$ cat config.mk
export PLATFORM = sky130hd
export DESIGN_NAME = alu_sequencer
export DESIGN_NICKNAME = d
export VERILOG_FILES = /design/src/rtl/alu_seq_pkg.sv /design/src/rtl/alu_seq_fifo.sv /design/src/rtl/alu_sequencer.sv
export SDC_FILE = /design/constraint.sdc
export NUM_CORES = 1
export LEC_CHECK = 0
export BUFFER_PORTS_ARGS = -buffer_cell sky130_fd_sc_hd__buf_2
export CORE_MARGIN = 5
export CORE_UTILIZATION = 35
export CTS_CLUSTER_DIAMETER = 50
export CTS_CLUSTER_SIZE = 12
export DETAILED_ROUTE_END_ITERATION = 8
export HOLD_SLACK_MARGIN = 0.08
export SYNTH_ARGS = -nofsm -noshare
export SYNTH_HDL_FRONTEND = slang
export SYNTH_SLANG_ARGS = --single-unit
$ cat constraint.sdc
create_clock -name clk -period 3.03 [get_ports clk]
set_clock_uncertainty 0.15 [all_clocks]
set_input_delay 0.606 -clock clk [delete_from_list [all_inputs] [get_ports clk]]
set_output_delay 0.606 -clock clk [all_outputs]
set_load 0.01 [all_outputs]
$ cat src/rtl/alu_seq_pkg.sv
// alu_sequencer shared package: ALU opcodes, FSM encoding, FIFO entry.
// Imported by alu_seq_fifo and alu_sequencer.
package alu_seq_pkg;

  localparam logic [3:0] OP_ZERO  = 4'd0;
  localparam logic [3:0] OP_A     = 4'd1;
  localparam logic [3:0] OP_B     = 4'd2;
  localparam logic [3:0] OP_NEG_A = 4'd3;
  localparam logic [3:0] OP_NEG_B = 4'd4;
  localparam logic [3:0] OP_ROR_A = 4'd5;
  localparam logic [3:0] OP_ROR_B = 4'd6;
  localparam logic [3:0] OP_LT    = 4'd7;
  localparam logic [3:0] OP_BITW  = 4'd8;
  localparam logic [3:0] OP_NOT_A = 4'd9;
  localparam logic [3:0] OP_NOT_B = 4'd10;
  localparam logic [3:0] OP_SUB   = 4'd11;
  localparam logic [3:0] OP_ADD   = 4'd12;

  localparam logic [3:0] OP_RESERVED_MIN = 4'd13;

  localparam logic [1:0] ST_IDLE   = 2'd0;
  localparam logic [1:0] ST_ISSUE  = 2'd1;
  localparam logic [1:0] ST_RESULT = 2'd2;

  typedef enum logic [1:0] {
    S_IDLE   = ST_IDLE,
    S_ISSUE  = ST_ISSUE,
    S_RESULT = ST_RESULT
  } state_t;

  // 21-bit FIFO entry
  typedef struct packed {
    logic [3:0] op;
    logic [7:0] a;
    logic [7:0] b;
    logic       use_acc;
  } cmd_t;

  function automatic logic is_reserved(
    input logic [3:0] op
  );
    return op >= OP_RESERVED_MIN;
  endfunction

endpackage

$ cat src/rtl/alu_seq_fifo.sv
// alu_seq_fifo: DEPTH-entry synchronous FIFO, sync active-low reset.
// Ports: push/din in, pop/dout (head, combinational), full, empty, count.
module alu_seq_fifo
  import alu_seq_pkg::*;
#(
  parameter int DEPTH = 4
) (
  input  logic                     clk,
  input  logic                     rst_n,
  input  logic                     push,
  input  cmd_t                     din,
  input  logic                     pop,
  output cmd_t                     dout,
  output logic                     full,
  output logic                     empty,
  output logic [$clog2(DEPTH):0]   count
);

  localparam int AW = $clog2(DEPTH);

  cmd_t          mem [DEPTH];
  logic [AW-1:0] wr_ptr;
  logic [AW-1:0] rd_ptr;

  assign dout  = mem[rd_ptr];
  assign full  = (count == (AW+1)'(DEPTH));
  assign empty = (count == '0);

  always_ff @(posedge clk) begin
    if (push) begin
      mem[wr_ptr] <= din;
    end
  end

  always_ff @(posedge clk) begin
    if (!rst_n) begin
      wr_ptr <= '0;
      rd_ptr <= '0;
      count  <= '0;
    end else begin
      if (push) wr_ptr <= wr_ptr + 1'b1;
      if (pop)  rd_ptr <= rd_ptr + 1'b1;
      unique case ({push, pop})
        2'b10:   count <= count + 1'b1;
        2'b01:   count <= count - 1'b1;
        default: count <= count;
      endcase
    end
  end

endmodule

$ cat src/rtl/alu_sequencer.sv
// alu_sequencer: queues ALU commands, drives ALU select/a/b, captures x.
// Ports: cmd_* in (valid/ready), alu_* out, alu_x in, res_* out
// (valid/ready), acc out. Define ALU_SEQ_FLAGS_EN to add res_zero/res_neg.
module alu_sequencer
  import alu_seq_pkg::*;
#(
  parameter int DEPTH = 4
) (
  input  logic       clk,
  input  logic       rst_n,
  input  logic       cmd_valid,
  output logic       cmd_ready,
  input  logic [3:0] cmd_op,
  input  logic [7:0] cmd_a,
  input  logic [7:0] cmd_b,
  input  logic       cmd_use_acc,
  output logic [3:0] alu_select,
  output logic [7:0] alu_a,
  output logic [7:0] alu_b,
  input  logic [7:0] alu_x,
  output logic       res_valid,
  input  logic       res_ready,
  output logic [7:0] res_data,
  output logic       res_err,
`ifdef ALU_SEQ_FLAGS_EN
  output logic       res_zero,
  output logic       res_neg,
`endif
  output logic [7:0] acc
);

  cmd_t   din;
  cmd_t   head;
  logic   push;
  logic   pop;
  logic   full;
  logic   empty;
  logic   [$clog2(DEPTH):0] count;
  logic   unused_count;

  state_t state;
  state_t state_nxt;
  logic   rsv_q;

  assign din = '{
    op:      cmd_op,
    a:       cmd_a,
    b:       cmd_b,
    use_acc: cmd_use_acc
  };

  // registered count only: no path from pop or res_ready
  assign cmd_ready = !full;
  assign push      = cmd_valid && cmd_ready;
  assign res_valid = (state == S_RESULT);
  assign unused_count = ^count;

  alu_seq_fifo #(
    .DEPTH (DEPTH)
  ) u_fifo (
    .clk   (clk),
    .rst_n (rst_n),
    .push  (push),
    .din   (din),
    .pop   (pop),
    .dout  (head),
    .full  (full),
    .empty (empty),
    .count (count)
  );

  always_ff @(posedge clk) begin
    if (!rst_n) state <= S_IDLE;
    else        state <= state_nxt;
  end

  always_comb begin
    state_nxt = state;
    pop       = 1'b0;
    unique case (state)
      S_IDLE: begin
        if (!empty) begin
          pop       = 1'b1;
          state_nxt = S_ISSUE;
        end
      end
      S_ISSUE: begin
        state_nxt = S_RESULT;
      end
      S_RESULT: begin
        if (res_ready) begin
          if (!empty) begin
            pop       = 1'b1;
            state_nxt = S_ISSUE;
          end else begin
            state_nxt = S_IDLE;
          end
        end
      end
      default: state_nxt = S_IDLE;
    endcase
  end

  // acc was written on the ISSUE edge, so a pop always sees it settled
  always_ff @(posedge clk) begin
    if (!rst_n) begin
      alu_select <= '0;
      alu_a      <= '0;
      alu_b      <= '0;
      rsv_q      <= 1'b0;
    end else if (pop) begin
      alu_select <= is_reserved(head.op) ? OP_ZERO : head.op;
      alu_a      <= head.use_acc ? acc : head.a;
      alu_b      <= head.b;
      rsv_q      <= is_reserved(head.op);
    end
  end

  always_ff @(posedge clk) begin
    if (!rst_n) begin
      res_data <= '0;
      res_err  <= 1'b0;
      acc      <= '0;
    end else if (state == S_ISSUE) begin
      if (rsv_q) begin
        res_data <= '0;
        res_err  <= 1'b1;
      end else begin
        res_data <= alu_x;
        res_err  <= 1'b0;
        acc      <= alu_x;
      end
    end
  end

`ifdef ALU_SEQ_FLAGS_EN
  always_ff @(posedge clk) begin
    if (!rst_n) begin
      res_zero <= 1'b0;
      res_neg  <= 1'b0;
    end else if (state == S_ISSUE) begin
      res_zero <= !rsv_q && (alu_x == 8'h00);
      res_neg  <= !rsv_q && alu_x[7];
    end
  end
`endif

endmodule

# Yosys cells after proc, flatten, opt, wreduce, memory -nomap -nowiden
# Memory sizes are Yosys's and may differ from the RTL's. A register that Yosys moved wholly into a read port is not among the register bits.
# Cells that the tools add are included.
# W data, S select, Z words.
# word_totals
register_bits	47
mem_bits_rw	84
input_bits	33
word_cells	48
n_memories	1
# mem_list
memory	words	width	read_ports	rd_ports_with_merged_regs	wr	line	text
u_fifo.mem	4	21	1	1	1	alu_seq_fifo.sv:21	cmd_t mem [DEPTH];
# classes
add_sub_neg	4
n_lt_le_gt_ge	1
eq_ne	7
n_mux	16
bitwise	1
n_reduce_logical	7
# op_table
cell	count
$mux W8	2
$mux W2	4
$mux W1	6
$pmux W2 S3	1
$pmux W3 S2	1
$add A2 B1 Y2 const B	2
$eq A2 B1 Y1 const B	2
$eq A2 B2 Y1 const B	2
$ge A4 B4 Y1 const B	1
$mux W4	1
$reduce_and A2 Y1	2
$add A3 B1 Y3 const B	1
$eq A3 B3 Y1 const B	1
$logic_not A3 Y1	1
$sub A3 B1 Y3 const B	1
$logic_not A2 Y1	1
$ne A2 B1 Y1 const B	1
$ne A2 B2 Y1 const B	1
$pmux W1 S2	1
$reduce_bool A2 Y1	1
$logic_and A1 B1 Y1	1
$logic_not A1 Y1	1
$not A1 Y1	1

# Logic depth before layout (Yosys ltp)
# depth
ltp_word	6
ltp_mapped	6
depth_no_buf	5

# By module
# Synthesis repeated with hierarchy kept, for this count alone.
# hier_totals
cells_unflattened	333
hier_area_um2	5018.6
# by_module_without_submodules
module	instances	cells_per_inst	area_each_um2	seq_area_each_um2
alu_seq_fifo	1	155	3482.1	2702.6
alu_sequencer	1	178	1536.5	800.8

# Worst setup path before layout
# Ideal clock, no wire load.
# synth_path
path_kind	flip-flop to flip-flop
start	register u_fifo.count[1]
end	register u_fifo.count[1]
setup_ns	0.132
arrival_time_ns	1.896
t_required_ns	2.748
setup_slack_ns	0.852
path_stages_with_launch	7
path_buffers	1
synth_period_minus_slack_ns	2.178
path_cell_list	dfxtp_1 or3b_1 buf_6 a2111oi_4 fa_1 o21ai_1 a21oi_1
# synth_between
elab_cells_between_ends	13
cone_classes	add/sub: 2; eq/ne: 3; mux: 4; reduce/logical: 4
# synth_lines
element	line	text
start, declared	alu_seq_fifo.sv:16	output logic [$clog2(DEPTH):0] count
start signal, assigned	alu_seq_fifo.sv:44	2'b10: count <= count + 1'b1;
start signal, assigned	alu_seq_fifo.sv:45	2'b01: count <= count - 1'b1;
start signal, assigned	alu_seq_fifo.sv:46	default: count <= count;
$eq A3 B3 Y1 (*)	alu_seq_fifo.sv:26	assign full = (count == (AW+1)'(DEPTH));
$logic_not A1 Y1 (*)	alu_sequencer.sv:53	assign cmd_ready = !full;
named net cmd_ready	alu_sequencer.sv:12	output logic cmd_ready,
$logic_and A1 B1 Y1 (*)	alu_sequencer.sv:54	assign push = cmd_valid && cmd_ready;
$eq A2 B1 Y1 / $eq A2 B2 Y1 (equally long branches)	alu_seq_fifo.sv:43	unique case ({push, pop})
$pmux W3 S2 / $reduce_bool A2 Y1 (equally long branches)	--	
# Mark *: on every way through the listed nets, which the timed path passes. The rest lies on a longest branch.
# A chain may end at the register's enable or synchronous reset.

# Final worst setup path
# layout_path
start	register u_fifo.count[2]
end	register u_fifo.count[1]
# layout_between
elab_chain_len	6
elab_cells_between_ends	11
cone_classes	eq/ne: 3; mux: 4; reduce/logical: 4
# layout_lines
element	line	text
$logic_not A3 Y1	alu_seq_fifo.sv:27	assign empty = (count == '0);
$mux W1	alu_sequencer.sv:82, alu_sequencer.sv:92	
$mux W1	alu_sequencer.sv:91	if (res_ready) begin
$pmux W1 S2	alu_sequencer.sv:80	unique case (state)
$eq A2 B1 Y1 / $eq A2 B2 Y1 (equally long branches)	alu_seq_fifo.sv:43	
$pmux W3 S2 / $reduce_bool A2 Y1 (equally long branches)	--	
# Parallel ways exist; a longest one is shown, timed or not.

==> flow_metrics.tcl <==
set metrics [dict create \
    postCtsHoldBufs 0 \
    total_power_mw 5.70 \
    grt_usage_pct 13.2 \
    finalNetCount 447 \
    rr_worst_depth 5 \
    routabilityCongestion 0.781 \
    period_needed_ns 2.33 \
    critPathMaxStageDelay_ns 0.54 \
    ctsRootBufferMaster "clkbuf_16" \
    synth.top_cells.by_count "84 x edfxtp_1, 49 x dfxtp_1, 46 x nand2_1, 40 x a21oi_1, 21 x mux4_2" \
    crit_path_start_kind "register" \
    drv_cap 0 \
    die_x_um 129 \
    wl_met2_um 4960 \
    cp_data_required_time_ns 3.16 \
    cp_top_family "compound AO/OA/AOI/OAI gates" \
    irDropWorstVdd_uv 523 \
    status "finished, final reports clean" \
    cts.sinks 133 \
    holdPathStages 1 \
    routed-via-count 2900 \
    slew_violations 0 \
    core_mm2 0.0139 \
    cellLeakagePower_nw 2.26 \
    yosysWarningCount 0 \
    cp_max_fo 8 \
    grt_max_degree 30 \
    maxSlewHeadroom_pct 58.0 \
    r2r_slack_ns 0.70 \
    cts_max_level 4 \
    post-route-period-util_pct 77.0 \
    worst_hold_path.endpoint "u_fifo.mem[2][20]" \
    worstHoldStart "cmd_op[3]" \
    overflow 0 \
    synthesis.nets 365 \
    wl_met3_um 701 \
    setup_violations 0 \
    crit_chain "or3b_1 > a2111oi_4 > fa_1 > o21ai_1 > a21oi_1" \
    synth_area_per_cell_um2 15.1 \
    postSynthCellCount 327 \
    cts_tree "built" \
    synth-seq-area-share_pct 71.0 \
    r2r_start "u_fifo.count[2]" \
    end_kind "register" \
    die_y_um 129 \
    yosysUniqueCellTypes 33 \
    grt_pass1_wl_um 16200 \
    ant_nets 0 \
    boundaryPins 72 \
    rows 43 \
    synth_top_cell_by_area "edfxtp_1" \
    drt-initial-drc-count 173 \
    dp_hpwl_um 6850 \
    top_layer_used "met5" \
    area_delta_synth_final_pct 23.0 \
    drc 0 \
    wl_met1_um 4420 \
    port_buffers 71 \
    antenna_found_initial 1 \
    post_cts_buffers 0 \
    critical_path_class "register to register" \
    tns_ns 0 \
    vias_per_cell 4.81 \
    post_cts_resized 0 \
    cellPowerDensity_mw_per_mm2 938 \
    timing.critical_path.buf_inv 0 \
    rsz0062_at_grt "no" \
    yosys_register_bits 133 \
    synthArstFlopShare_pct 0 \
    syn_area_mm2 0.00494 \
    initial_core_util_pct 35.6 \
    finalHoldViolCount 0 \
    drt-wirelength-per-cell_um 17.1 \
    holdCritPathClass "input pin to register" \
    routed_wl_um 10300 \
    tightestPinTransition_ns 0.626 \
    clk_pin_slew_ns 0.06 \
    synthMostInstantiatedCell "edfxtp_1" \
    clk_path_buf_depth 2 \
    cts_buffers 17 \
    synthTopCellsByArea "edfxtp_1 51%, dfxtp_1 20%, mux4_2 9.6%" \
    first_pass_iters 4 \
    synth-edff-count 84 \
    worstSkewPairLatency_ns 0.41 \
    cp_data_arrival_time_ns 2.47 \
    die_area_mm2 0.0166 \
    first_global_vias 3086 \
    max_freq_mhz 428 \
    timing.rr.end "u_fifo.count[1]" \
    synth_flop_cell "edfxtp_1" \
    crit_slowest_cell "a2111oi_4" \
    drive_gt1_share_pct 31.8 \
    synth_top_area_share_pct 51.1 \
]
[worst max-delay path by stage]
stage	startpoint	to	slack [ns]	cells after the start
4_1_cts	u_fifo.count[2]	u_fifo.count[1]	0.71	5
3_3_place_gp	u_fifo.count[1]	u_fifo.count[1]	0.78	5
6_report	u_fifo.count[2]	u_fifo.count[1]	0.70	5
2_1_floorplan	u_fifo.count[1]	u_fifo.count[1]	0.85	6
3_5_place_dp	u_fifo.count[0]	u_fifo.count[1]	0.72	5
5_1_grt	u_fifo.count[2]	u_fifo.count[1]	0.55	5
[report_power, final]
part           switching (mW)  total (mW)  internal, mW  leakage, nW
Clock                   0.705        1.88          1.17        0.274
Sequential              0.173        2.43          2.26         1.17
Combinational           0.799        1.39         0.590        0.815
Total                    1.68        5.70          4.02         2.26
[placed cells by master, fill, tap and decap left out, types with 3 or more instances in the layout]
master / count
a21oi_1: 40
and3_1: 4
buf_2: 71
buf_4: 10
clkbuf_16: 19
clkinv_2: 5
dfxtp_1: 49
edfxtp_1: 84
ha_1: 4
inv_1: 4
mux2i_1: 12
mux4_2: 21
nand2_1: 46
nand2b_1: 3
nand3_1: 5
nor2_1: 7
o21ai_0: 9
[flip-flops by register name, indices dropped and copies added (netlist names), named ones only]
name           cells
alu_select         4
alu_b              8
state              2
acc                8
u_fifo.count       3
u_fifo.wr_ptr      2
u_fifo.rd_ptr      2
res_data           8
res_err            1
u_fifo.mem        84
alu_a              8
rsv_q              1
[cell type report]
| class | instances | area, um^2 |
|---|---|---|
| Antenna cell | 1 | 2.50 |
| Clock buffer | 23 | 510 |
| Clock inverter | 9 | 47.5 |
| Sequential cell | 133 | 3500 |
| Multi-Input combinational cell | 172 | 1340 |
| Inverter | 4 | 15.0 |
| Timing Repair Buffer | 81 | 430 |
| Fill cell | 1264 | 7810 |
| Tap cell | 180 | 225 |
[stage by stage]
step / setup slack [ns] / hold WS [ns] / utilization [%] / std cells / area, um^2
floorplan: 0.852 / 0.304 / - / 327 / 4940
global placement: 0.782 / 0.292 / 39.7 / 570 / 5510
detailed placement: 0.720 / 0.295 / 39.7 / 570 / 5510
CTS: 0.706 / 0.244 / 43.7 / 602 / 6070
global route: 0.549 / 0.253 / 43.7 / 602 / 6070
finish: 0.696 / 0.259 / 43.8 / 603 / 6070
[logic make-up (layout without fill, tap and decap cells)]
| group | Yosys count | count (layout) | share of synthesized area [%] |
|---|---|---|---|
| compound gates | 55 | 55 | 6.24 |
| fa+ha+maj | 5 | 5 | 1.42 |
| mux | 33 | 33 | 12.0 |
| xor+xnor | 2 | 2 | 0.355 |
| flops | 133 | 133 | 71.0 |
| simple gates | 77 | 77 | 7.00 |
| buf+inv | 22 | 117 | 2.00 |
| other cells | 0 | 1 | 0 |
[metal layers]
layer / track usage [%] / vias up
li1: - / 1387
met4: 5.99 / 2
met5: 0 / -
met2: 21.1 / 82
met1: 15.7 / 1406
met3: 5.23 / 23
Note: power is estimated with default switching activity, not from simulation.
